**config.mk**
```make
export PLATFORM = sky130hd
export DESIGN_NAME = bifurcation_sweep_ctrl
export DESIGN_NICKNAME = d
export VERILOG_FILES = /design/src/rtl/chaos_pkg.sv /design/src/rtl/x_to_row.sv /design/src/rtl/bifurcation_sweep_ctrl.sv
export SDC_FILE = /design/constraint.sdc
export NUM_CORES = 1
export LEC_CHECK = 0
export CORE_ASPECT_RATIO = 1.75
export CORE_MARGIN = 3
export CORE_UTILIZATION = 51
export CTS_CLUSTER_SIZE = 16
export DETAILED_ROUTE_END_ITERATION = 7
export GPL_TIMING_DRIVEN = 0
export MAX_ROUTING_LAYER = met4
export PLACE_DENSITY = 0.8
export SYNTH_ARGS = -nofsm -noshare
export SYNTH_HDL_FRONTEND = slang
export SYNTH_SLANG_ARGS = --single-unit
```
**constraint.sdc**
```tcl
create_clock -name CLK -period 5.7 [get_ports CLK]
set_clock_uncertainty 0.1 [all_clocks]
set_input_delay 1.14 -clock CLK [delete_from_list [all_inputs] [get_ports CLK]]
set_output_delay 1.14 -clock CLK [all_outputs]
set_load 0.01 [all_outputs]
```
**src/rtl/chaos_pkg.sv**
```systemverilog
// Shared definitions for the chaos plotters.
// Holds the fixed-point operand widths (x is Q1.16, mu is Q2.16), the sweep FSM state type,
// the pixel colours and the default per-column x seed.
package chaos_pkg;

    localparam int unsigned X_W   = 17;
    localparam int unsigned MU_W  = 18;
    localparam int unsigned ROW_W = 10;
    localparam int unsigned COL_W = 10;

    localparam logic [X_W-1:0] X_SEED_DEF = 17'h08240;

    localparam logic [2:0] PIX_ON  = 3'b111;
    localparam logic [2:0] PIX_OFF = 3'b000;

    typedef enum logic [2:0] {
        StIdle,
        StSeed,
        StIssue,
        StWait,
        StPlot,
        StNext,
        StDone,
        StClear
    } state_e;

endpackage

```
**src/rtl/x_to_row.sv**
```systemverilog
// Maps a Q1.16 value x in [0, 2) onto a row index 0..V_RES-1.
// Any x >= 1.0 saturates to the top index V_RES-1. Purely combinational.
// Ports:
//   x_i   : Q1.16 input value
//   row_o : floor(frac(x) * V_RES), or V_RES-1 when x >= 1.0
module x_to_row
    import chaos_pkg::*;
#(
    parameter int unsigned V_RES = 480
) (
    input  logic [X_W-1:0]   x_i,
    output logic [ROW_W-1:0] row_o
);

    logic [25:0] prod;

    always_comb begin
        prod = {10'd0, x_i[15:0]} * 26'(V_RES);
        if (x_i[X_W-1]) begin
            row_o = ROW_W'(V_RES - 1);
        end else begin
            // prod < 2^16 * V_RES, so the high part is always < V_RES
            row_o = ROW_W'(prod >> 16);
        end
    end

endmodule

```
**src/rtl/bifurcation_sweep_ctrl.sv**
```systemverilog
// Bifurcation diagram sequencer.
// Sweeps one mu per screen column (mu_start, mu_start+mu_step, ...). For each column it seeds x,
// runs WARMUP unplotted iterations through the shared logistic unit, then PLOT_ITERS iterations
// whose results are written as lit pixels to the framebuffer.
// Optional build macro SWEEP_CLEAR_EN: clears the whole framebuffer (row-major) after start,
// before the first column is computed.
// Ports:
//   CLK, RST            : clock, synchronous active-high reset
//   start, abort        : start pulse (IDLE/DONE only), abort level (wins over start)
//   mu_start, mu_step   : Q2.16 mu range, sampled on start
//   fn_req/fn_x/fn_mu   : request and operands to the logistic unit, held until fn_ack
//   fn_ack/fn_y         : result strobe and Q1.16 result
//   fb_we/fb_ready      : pixel write handshake
//   fb_col/fb_row/fb_data : pixel address and colour
//   busy, done          : status
module bifurcation_sweep_ctrl
    import chaos_pkg::*;
#(
    parameter int unsigned     H_RES      = 640,
    parameter int unsigned     V_RES      = 480,
    parameter int unsigned     WARMUP     = 64,
    parameter int unsigned     PLOT_ITERS = 128,
    parameter logic [X_W-1:0]  X_SEED     = X_SEED_DEF
) (
    input  logic              CLK,
    input  logic              RST,
    input  logic              start,
    input  logic              abort,
    input  logic [MU_W-1:0]   mu_start,
    input  logic [MU_W-1:0]   mu_step,
    output logic              fn_req,
    output logic [X_W-1:0]    fn_x,
    output logic [MU_W-1:0]   fn_mu,
    input  logic              fn_ack,
    input  logic [X_W-1:0]    fn_y,
    output logic              fb_we,
    input  logic              fb_ready,
    output logic [COL_W-1:0]  fb_col,
    output logic [ROW_W-1:0]  fb_row,
    output logic [2:0]        fb_data,
    output logic              busy,
    output logic              done
);

    localparam int unsigned ITER_TOT = WARMUP + PLOT_ITERS;
    localparam int unsigned ITER_W   = $clog2(ITER_TOT + 1);

    localparam logic [ITER_W-1:0] WARMUP_L   = ITER_W'(WARMUP);
    localparam logic [ITER_W-1:0] ITER_TOT_L = ITER_W'(ITER_TOT);
    localparam logic [COL_W-1:0]  COL_LAST   = COL_W'(H_RES - 1);
    localparam logic [ROW_W-1:0]  ROW_LAST   = ROW_W'(V_RES - 1);

    state_e              state_q, state_d;
    logic [COL_W-1:0]    col_q, col_d;
    logic [MU_W-1:0]     mu_q, mu_d;
    logic [X_W-1:0]      x_q, x_d;
    logic [ITER_W-1:0]   iter_q, iter_d;
    logic [ROW_W-1:0]    map_row;
`ifdef SWEEP_CLEAR_EN
    logic [ROW_W-1:0]    clr_row_q, clr_row_d;
`endif

    x_to_row #(
        .V_RES (V_RES)
    ) u_x_to_row (
        .x_i   (x_q),
        .row_o (map_row)
    );

    // Next-state logic
    always_comb begin
        state_d = state_q;
        col_d   = col_q;
        mu_d    = mu_q;
        x_d     = x_q;
        iter_d  = iter_q;
`ifdef SWEEP_CLEAR_EN
        clr_row_d = clr_row_q;
`endif
        case (state_q)
            StIdle, StDone: begin
                if (start) begin
                    col_d = '0;
                    mu_d  = mu_start;
`ifdef SWEEP_CLEAR_EN
                    clr_row_d = '0;
                    state_d   = StClear;
`else
                    state_d   = StSeed;
`endif
                end
            end
            StSeed: begin
                x_d     = X_SEED;
                iter_d  = '0;
                state_d = StIssue;
            end
            StIssue: state_d = StWait;
            StWait: begin
                if (fn_ack) begin
                    x_d    = fn_y;
                    iter_d = iter_q + ITER_W'(1);
                    // iter_q still counts completed iterations before this result
                    state_d = (iter_q < WARMUP_L) ? StIssue : StPlot;
                end
            end
            StPlot: begin
                if (fb_ready) begin
                    state_d = (iter_q == ITER_TOT_L) ? StNext : StIssue;
                end
            end
            StNext: begin
                if (col_q == COL_LAST) begin
                    state_d = StDone;
                end else begin
                    col_d   = col_q + COL_W'(1);
                    mu_d    = mu_q + mu_step;
                    state_d = StSeed;
                end
            end
`ifdef SWEEP_CLEAR_EN
            StClear: begin
                if (fb_ready) begin
                    if (col_q == COL_LAST) begin
                        col_d = '0;
                        if (clr_row_q == ROW_LAST) begin
                            state_d = StSeed;
                        end else begin
                            clr_row_d = clr_row_q + ROW_W'(1);
                        end
                    end else begin
                        col_d = col_q + COL_W'(1);
                    end
                end
            end
`endif
            default: state_d = StIdle;
        endcase
        if (abort) begin
            state_d = StIdle;
        end
    end

    always_ff @(posedge CLK) begin
        if (RST) begin
            state_q <= StIdle;
            col_q   <= '0;
            mu_q    <= '0;
            x_q     <= X_SEED;
            iter_q  <= '0;
`ifdef SWEEP_CLEAR_EN
            clr_row_q <= '0;
`endif
        end else begin
            state_q <= state_d;
            col_q   <= col_d;
            mu_q    <= mu_d;
            x_q     <= x_d;
            iter_q  <= iter_d;
`ifdef SWEEP_CLEAR_EN
            clr_row_q <= clr_row_d;
`endif
        end
    end

    // Outputs decoded from registered state, so they stay stable while waiting on a handshake
    always_comb begin
        fn_req  = (state_q == StIssue) || (state_q == StWait);
        fn_x    = x_q;
        fn_mu   = mu_q;
        fb_we   = 1'b0;
        fb_col  = '0;
        fb_row  = '0;
        fb_data = PIX_OFF;
        busy    = (state_q != StIdle) && (state_q != StDone);
        done    = (state_q == StDone);
        if (state_q == StPlot) begin
            fb_we   = 1'b1;
            fb_col  = col_q;
            fb_row  = ROW_LAST - map_row;
            fb_data = PIX_ON;
        end
`ifdef SWEEP_CLEAR_EN
        if (state_q == StClear) begin
            fb_we   = 1'b1;
            fb_col  = col_q;
            fb_row  = clr_row_q;
            fb_data = PIX_OFF;
        end
`endif
    end

endmodule
```
==> results of run 1 <==
==> metrics by stage <==
| stage | hold slack [ps] | TNS, ps | cells |
|---|---|---|---|
| floorplan | 383.6 | 0 | 617 |
| finish | 406.5 | 0 | 868 |
| global placement | 384.1 | -67.48 | 857 |
| global route | 438.5 | -9.335 | 868 |
| CTS | 403.3 | -22.26 | 867 |
| detailed placement | 390.9 | -157.7 | 857 |
==> cells by family after synthesis <==
| group | share of synthesized area (%) |
|---|---|
| AO/OA/AOI/OAI | 20.14 |
| buffers and inverters | 6.737 |
| adder cells (fa/ha/maj) | 22.73 |
| flip-flops | 22.52 |
| multiplexers | 1.232 |
| AND/OR/NAND/NOR | 21.57 |
| XOR/XNOR | 5.078 |
==> power by group through the flow <==
stage	clock network (mW)	logic (mW)	registers, mW
finish	0.381	0.224	0.410
global route	0.397	0.245	0.411
CTS	0.382	0.223	0.410
detailed placement	0	0.220	0.420
global placement	0	0.218	0.419
floorplan	0	0.118	0.423
==> worst paths after layout <==
check        startpoint  cells after the start  slack (ps)         to
max reg2reg    fn_mu[0]                     10        2820  fn_mu[10]
min reg2reg   fn_mu[14]                      2         410  fn_mu[14]
min           fn_mu[14]                      2         410  fn_mu[14]
max             fn_x[2]                     16         170  fb_row[7]
==> worst min-delay path, cell delays in order (launching register included) <==
cell,delay (ps)
dfxtp_1,330
nand2_1,60
a221oi_1,60
==> layout make-up <==
type	count	area, um2	area share (%)
Buffer	25	110.1	1.681
Clock buffer	6	138.9	2.120
Clock inverter	2	38.79	0.5921
Inverter	60	225.2	3.438
Multi-Input combinational cell	476	3553	54.24
Sequential cell	56	1131	17.27
Tap cell	122	152.6	2.330
Timing Repair Buffer	121	1201	18.33
==> layer usage <==
layer,up-vias,share of wire [%],track usage (%)
met5,-,0,-
met1,2396,36,26.03
li1,2398,-,-
met3,14,4.6,3.491
met2,147,58,57.33
met4,0,1.4,6.579
==> flip-flops by register name, summed over array words and instances (netlist names) <==
register,cells
col_q,10
fn_x,17
state_q,3
fn_mu,18
iter_q,8
==> placed cells by master (no fill, tap or decap), types with 16 or more instances in the layout <==
| master | netlist | layout |
|---|---|---|
| a21oi_1 | 40 | 39 |
| clkdlybuf4s50_1 | 0 | 113 |
| dfxtp_1 | 56 | 50 |
| fa_1 | 29 | 29 |
| ha_1 | 44 | 43 |
| inv_1 | 60 | 58 |
| nand2_1 | 38 | 38 |
| nand3_1 | 17 | 16 |
| nor2_1 | 81 | 81 |
| o21ai_0 | 26 | 25 |
==> what timing repair did <==
action,4_1_cts,5_1_grt
setup buffers,2,1
gates resized for setup,14,13
pin swaps,4,6
setup endpoints to repair,4,4
gates cloned,0,0
hold endpoints to repair,0,0
==> summary.txt, run 1 <==
STA
  • Period minus WS final: 5533 ps
  • Setup violations, final: 0
  • Final period util: 97.07%
  • Fmax: 180.7 MHz
  • Max-slew violations: 0
  • RSZ-0062 raised after global routing: true
  • Worst setup margin: 167.0 ps
  • Hold Vio Cnt, Final: 0
  • Slew @ Worst Pin: 782.3 ps
  • Rel. slew slack: 47.60%

Global route
  • Total global-route track usage: 27.84%
  • First-pass GRT wire length: 23,320 um
  • Initial antenna violation count: 0
  • Grt ovf: 0
  • Number of global-route vias before repair: 5,120
  • Largest net degree at the start of global routing: 18

Setup path
  • Critical path arrival: 4290 ps
  • Worst setup SP type: register
  • CP peak stage delay: 560 ps
  • Crit path max fanout: 5
  • Buf+Inv Stages, Crit Path: 3
  • CP max-delay cell: fa_1
  • Crit. End Element: output port
  • Worst EP required: 4460 ps
  • Top delay family on crit path: adder cells
  • Worst path cell trace: fa_1, inv_1, fa_1, inv_1, ha_1, a211o_1, a211oi_4, nand3b_1, nand3_2, a21oi_2, xor2_1, nand2b_1, ha_2, or3_1, a21boi_2, buf_2
  • Critical path type: register to output port

Floorplanning
  • Die area: 0.01103 mm2
  • Boundary pin count: 121
  • Core area: 0.009468 mm2
  • Width of the die: 80.68 um
  • Rows: 47
  • Die height: 136.7 um
  • Starting Density: 52.57%

Clock network
  • CTS root buffer: clkbuf_16
  • Clock Latency Late Sink: 300 ps
  • CTS Hold Bufs: 0
  • CTS sink cnt: 56
  • CTS H-tree lvls: 2
  • CTS Buffer Depth: 2
  • TritonCTS clock tree: built
  • TritonCTS buffer count: 5
  • Clock-pin slew on the worst setup and hold paths: 80 ps

Synth
  • Mapped Cells: 617
  • FFs w/ async S/R, synth: 0%
  • Post-Syn Area: 0.004977 mm2
  • Most frequent cell after synthesis: nor2_1
  • Post-synth top area cell: dfxtp_1
  • Synth top area share: 22.52%
  • Register area share after synthesis: 22.52%
  • Top FF cell, synth: dfxtp_1
  • Synth Register Bits: 56
  • Most frequent cells after synthesis: nor2_1 (81), inv_1 (60), dfxtp_1 (56), ha_1 (44), a21oi_1 (40)
  • Yosys Warn Count: 0
  • Mapped Nets: 749
  • Count of cell types in the netlist: 64
  • Post-synth EDFFs: 0
  • Top area cells in the synthesized netlist: dfxtp_1 (23%), fa_1 (12%), ha_1 (11%)
  • Syn_area_per_cell: 8.067 um2

Final layout
  • Finished Cell Area: 0.006551 mm2
  • Share of post-route cells with drive strength above 1: 6.032%
  • Synth-to-Final Area Change: 31.62%
  • Fin util: 69.20%
  • Fillers: 795
  • Final nets: 877
  • # diodes: 0

Power
  • PwrDens: 154.9 mW/mm2
  • Tot Pwr: 1.015 mW
  • Sequential share of power: 40.4%
  • Worst vdd ir: 0.1505 mV
  • Clock power share: 37.5%
  • Switch Pwr: 0.2831 mW
  • Comb pwr share: 22.1%
  • Net Sw Frac: 27.91%
  • Internal power: 0.7314 mW
  • Leak Pwr: 2.742 nW

Run
  • Max cap viols: 0

Placed design
  • Port Buffers: 118
  • Post-DP HPWL: 12,050 um
  • Dpl ws: -157.7 ps
  • Gpl congestion: 0.9200
  • Placed Area: 0.006311 mm2

Routing
  • Wirelength, routed: 14,940 um
  • Drt first pass iters: 5
  • Vias per inst: 5.709
  • Residual DRC: 0
  • Wire length per cell: 17.21 um
  • Via Count: 4,955
  • ANT nets after route: 0
  • Iter 0 DRT Violations: 228

Min path
  • Hold crit path type: register to register

Status
  • Outcome: finished clean
(Power assumes the default switching activity.)
==> run 2: changes to the inputs <==
Settings changed: CORE_UTILIZATION 51 to 46, PLACE_DENSITY 0.8 to 0.76.
Clock period 5.7 ns to 4.64 ns, I/O delays scaled along.
==> summary.txt, run 2 (synthesis results as in run 1) <==
Clock network
  • CTS sink cnt: 56 (unchanged)
  • TritonCTS clock tree: built
  • CTS H-tree lvls: 2 (unchanged)
  • CTS root buffer: clkbuf_16
  • TritonCTS buffer count: 5 (unchanged)
  • CTS Hold Bufs: 0 (unchanged)
  • CTS Buffer Depth: 2 (unchanged)
  • Clock Latency Late Sink: 300 ps (about the same)
  • Clock-pin slew on the worst setup and hold paths: 70 ps (about the same)

Setup path
  • Worst reg-to-reg path cell count: 10 (unchanged)
  • Reg2reg start: fn_mu[0]
  • Worst EP required: 3610 ps (-850 ps)
  • Critical path type: register to output port
  • RR Endpoint: fn_mu[10]
  • Worst setup SP type: register
  • Crit path top cell by count: fa_1
  • Worst path cell trace: fa_1, inv_2, fa_1, inv_1, ha_1, a211o_1, a211oi_4, nand3b_1, nand3_2, a21oi_2, xor2_1, nand2b_1, ha_4, or3_4, a21boi_2, buf_2
  • Crit path max fanout: 4 (-1)
  • R2r setup slk: 1720 ps (-1100 ps)
  • CP max-delay cell: fa_1
  • CP peak stage delay: 570 ps (about the same)
  • Crit. End Element: output port
  • Critical path arrival: 4310 ps (+20 ps)

Final layout
  • Fillers: 941 (+18%)
  • Fin util: 63.82% (-5.4 points)
  • # diodes: 0 (unchanged)
  • Commonest non-fill, non-tap cells in the layout: clkdlybuf4s50_1 (108), nor2_1 (79), inv_1 (51)
  • Share of post-route cells with drive strength above 1: 10.19% (+4.2 points)
  • Synth-to-Final Area Change: 33.63%
  • Most common library cell in the layout ignoring fill and taps: clkdlybuf4s50_1
  • Finished Cell Area: 0.006651 mm2 (+1.5%)
  • Max FFs per register: 18 (unchanged)
  • Final nets: 887 (+1.1%)
  • Count of non-filler cells in the finished layout: 883 (+1.7%)

STA
  • Max-slew violations: 0 (unchanged)
  • Worst setup margin: -702.5 ps (-869.4 ps)
  • Hold Vio Cnt, Final: 0 (unchanged)
  • RSZ-0062 raised after global routing: true
  • Setup violations, final: 7 (+7)
  • Period minus WS final: 5342 ps
  • Final period util: 115.1%
  • Hold WS: 404.5 ps (-1.959 ps)
  • Rel. slew slack: 46.82% (-0.78 points)
  • Fmax: 187.2 MHz
  • Total negative slack: -2966 ps (-2966 ps)
  • Slew @ Worst Pin: 794.0 ps (+11.68 ps)

Floorplanning
  • Starting Density: 47.76% (-4.8 points)
  • Boundary pin count: 121 (unchanged)
  • Core area: 0.01042 mm2 (+10%)
  • Width of the die: 84.63 um (+4.9%)
  • Die height: 143.6 um (+5.1%)
  • Rows: 49 (+4.3%)
  • Die area: 0.01215 mm2 (+10%)

Power
  • Leak Pwr: 2.811 nW (+2.5%)
  • Tot Pwr: 1.183 mW (+17%)
  • PwrDens: 177.9 mW/mm2 (+15%)
  • Worst vdd ir: 0.1820 mV (+21%)

Routing
  • Drt first pass iters: 6 (+1)
  • Wire length per cell: 16.90 um (-1.8%)
  • Residual DRC: 0 (unchanged)
  • Via Count: 4,955 (unchanged)
  • Iter 0 DRT Violations: 166 (-27%)
  • Wirelength, routed: 14,920 um (-0.12%)
  • Vias per inst: 5.612 (-1.7%)
  • ANT nets after route: 0 (unchanged)

Global route
  • Total global-route track usage: 24.80% (-3.0 points)
  • First-pass GRT wire length: 23,580 um (+1.1%)
  • Number of global-route vias before repair: 5,187 (+1.3%)
  • Initial antenna violation count: 0 (unchanged)
  • Largest net degree at the start of global routing: 18 (unchanged)
  • Grt ovf: 0 (unchanged)

Run
  • Max cap viols: 0 (unchanged)

Placed design
  • Placed instance count: 862 (+0.58%)
  • Dpl ws: -864.5 ps (-706.9 ps)
  • Gpl congestion: 0.9537 (+3.7%)
  • Port Buffers: 118 (unchanged)
  • Post-DP HPWL: 11,940 um (-0.91%)
  • Placed Area: 0.006329 mm2 (+0.28%)

Status
  • Failing checks: setup timing
  • Outcome: complete, but fails checks

Min path
  • Worst Hold End: fn_mu[14]
  • Worst Hold Launch: fn_mu[14]
  • Hold depth: 2 (unchanged)
  • Hold crit path type: register to register
==> run 2: cell count changes in the layout (fill, tap and decap cells not counted), moves of 3 or more <==
| cell | change |
|---|---|
| inv_1 | -7 |
| clkdlybuf4s50_1 | -5 |
| inv_2 | +7 |
| a21oi_1 | -3 |
| buf_4 | +7 |
| a21oi_2 | +3 |
| buf_6 | +3 |
| buf_2 | +6 |
==> run 2: timing repair <==
action                                  in CTS  in global routing
gates resized for setup                     28                 35
pin swaps                                    9                 13
endpoints found under the setup margin      10                  9
setup buffers                                7                  6
gates cloned                                 0                  0
==> run 2: area by class of cell <==
type                            instances  area (um2)  area share [%]
Buffer                                 25       110.1           1.655
Clock buffer                            6       138.9           2.088
Clock inverter                          2       13.76          0.2069
Inverter                               60       225.2           3.386
Multi-Input combinational cell        476        3612           54.31
Sequential cell                        56        1134           17.04
Tap cell                              127       158.9           2.389
Timing Repair Buffer                  131        1259           18.92
==> run 2: how the worst max path moves through the flow <==
stage	from	endpoint	cells past startpoint
2_1_floorplan	fn_x[6]	fb_row[7]	15
3_3_place_gp	fn_x[4]	fb_row[7]	16
3_5_place_dp	fn_x[4]	fb_row[7]	16
4_1_cts	fn_x[1]	fb_row[7]	16
5_1_grt	fn_x[0]	fb_row[7]	16
6_report	fn_x[0]	fb_row[7]	16
==> run 2: power by group <==
| part | switching, mW | internal, mW | total [mW] |
|---|---|---|---|
| registers | 0.0113 | 0.492 | 0.503 |
| clock network | 0.188 | 0.217 | 0.405 |
| logic | 0.140 | 0.135 | 0.274 |
| total | 0.339 | 0.844 | 1.18 |
==> run 2: layer usage <==
metal	up-vias	global-route usage [%]	part of all wire (%)
li1	2421	-	-
met2	179	48.00	55
met1	2317	23.58	36
met3	38	3.672	5.3
met5	-	-	0
met4	0	11.51	3.9
==> run 2: critical path: cells and delay by family (launching register included) <==
family / cells / cell delay [ps]
simple gates: 4 / 800
compound gates: 4 / 950
buf+inv: 3 / 230
fa+ha+maj: 4 / 1480
xor+xnor: 1 / 180
flops: 1 / 360
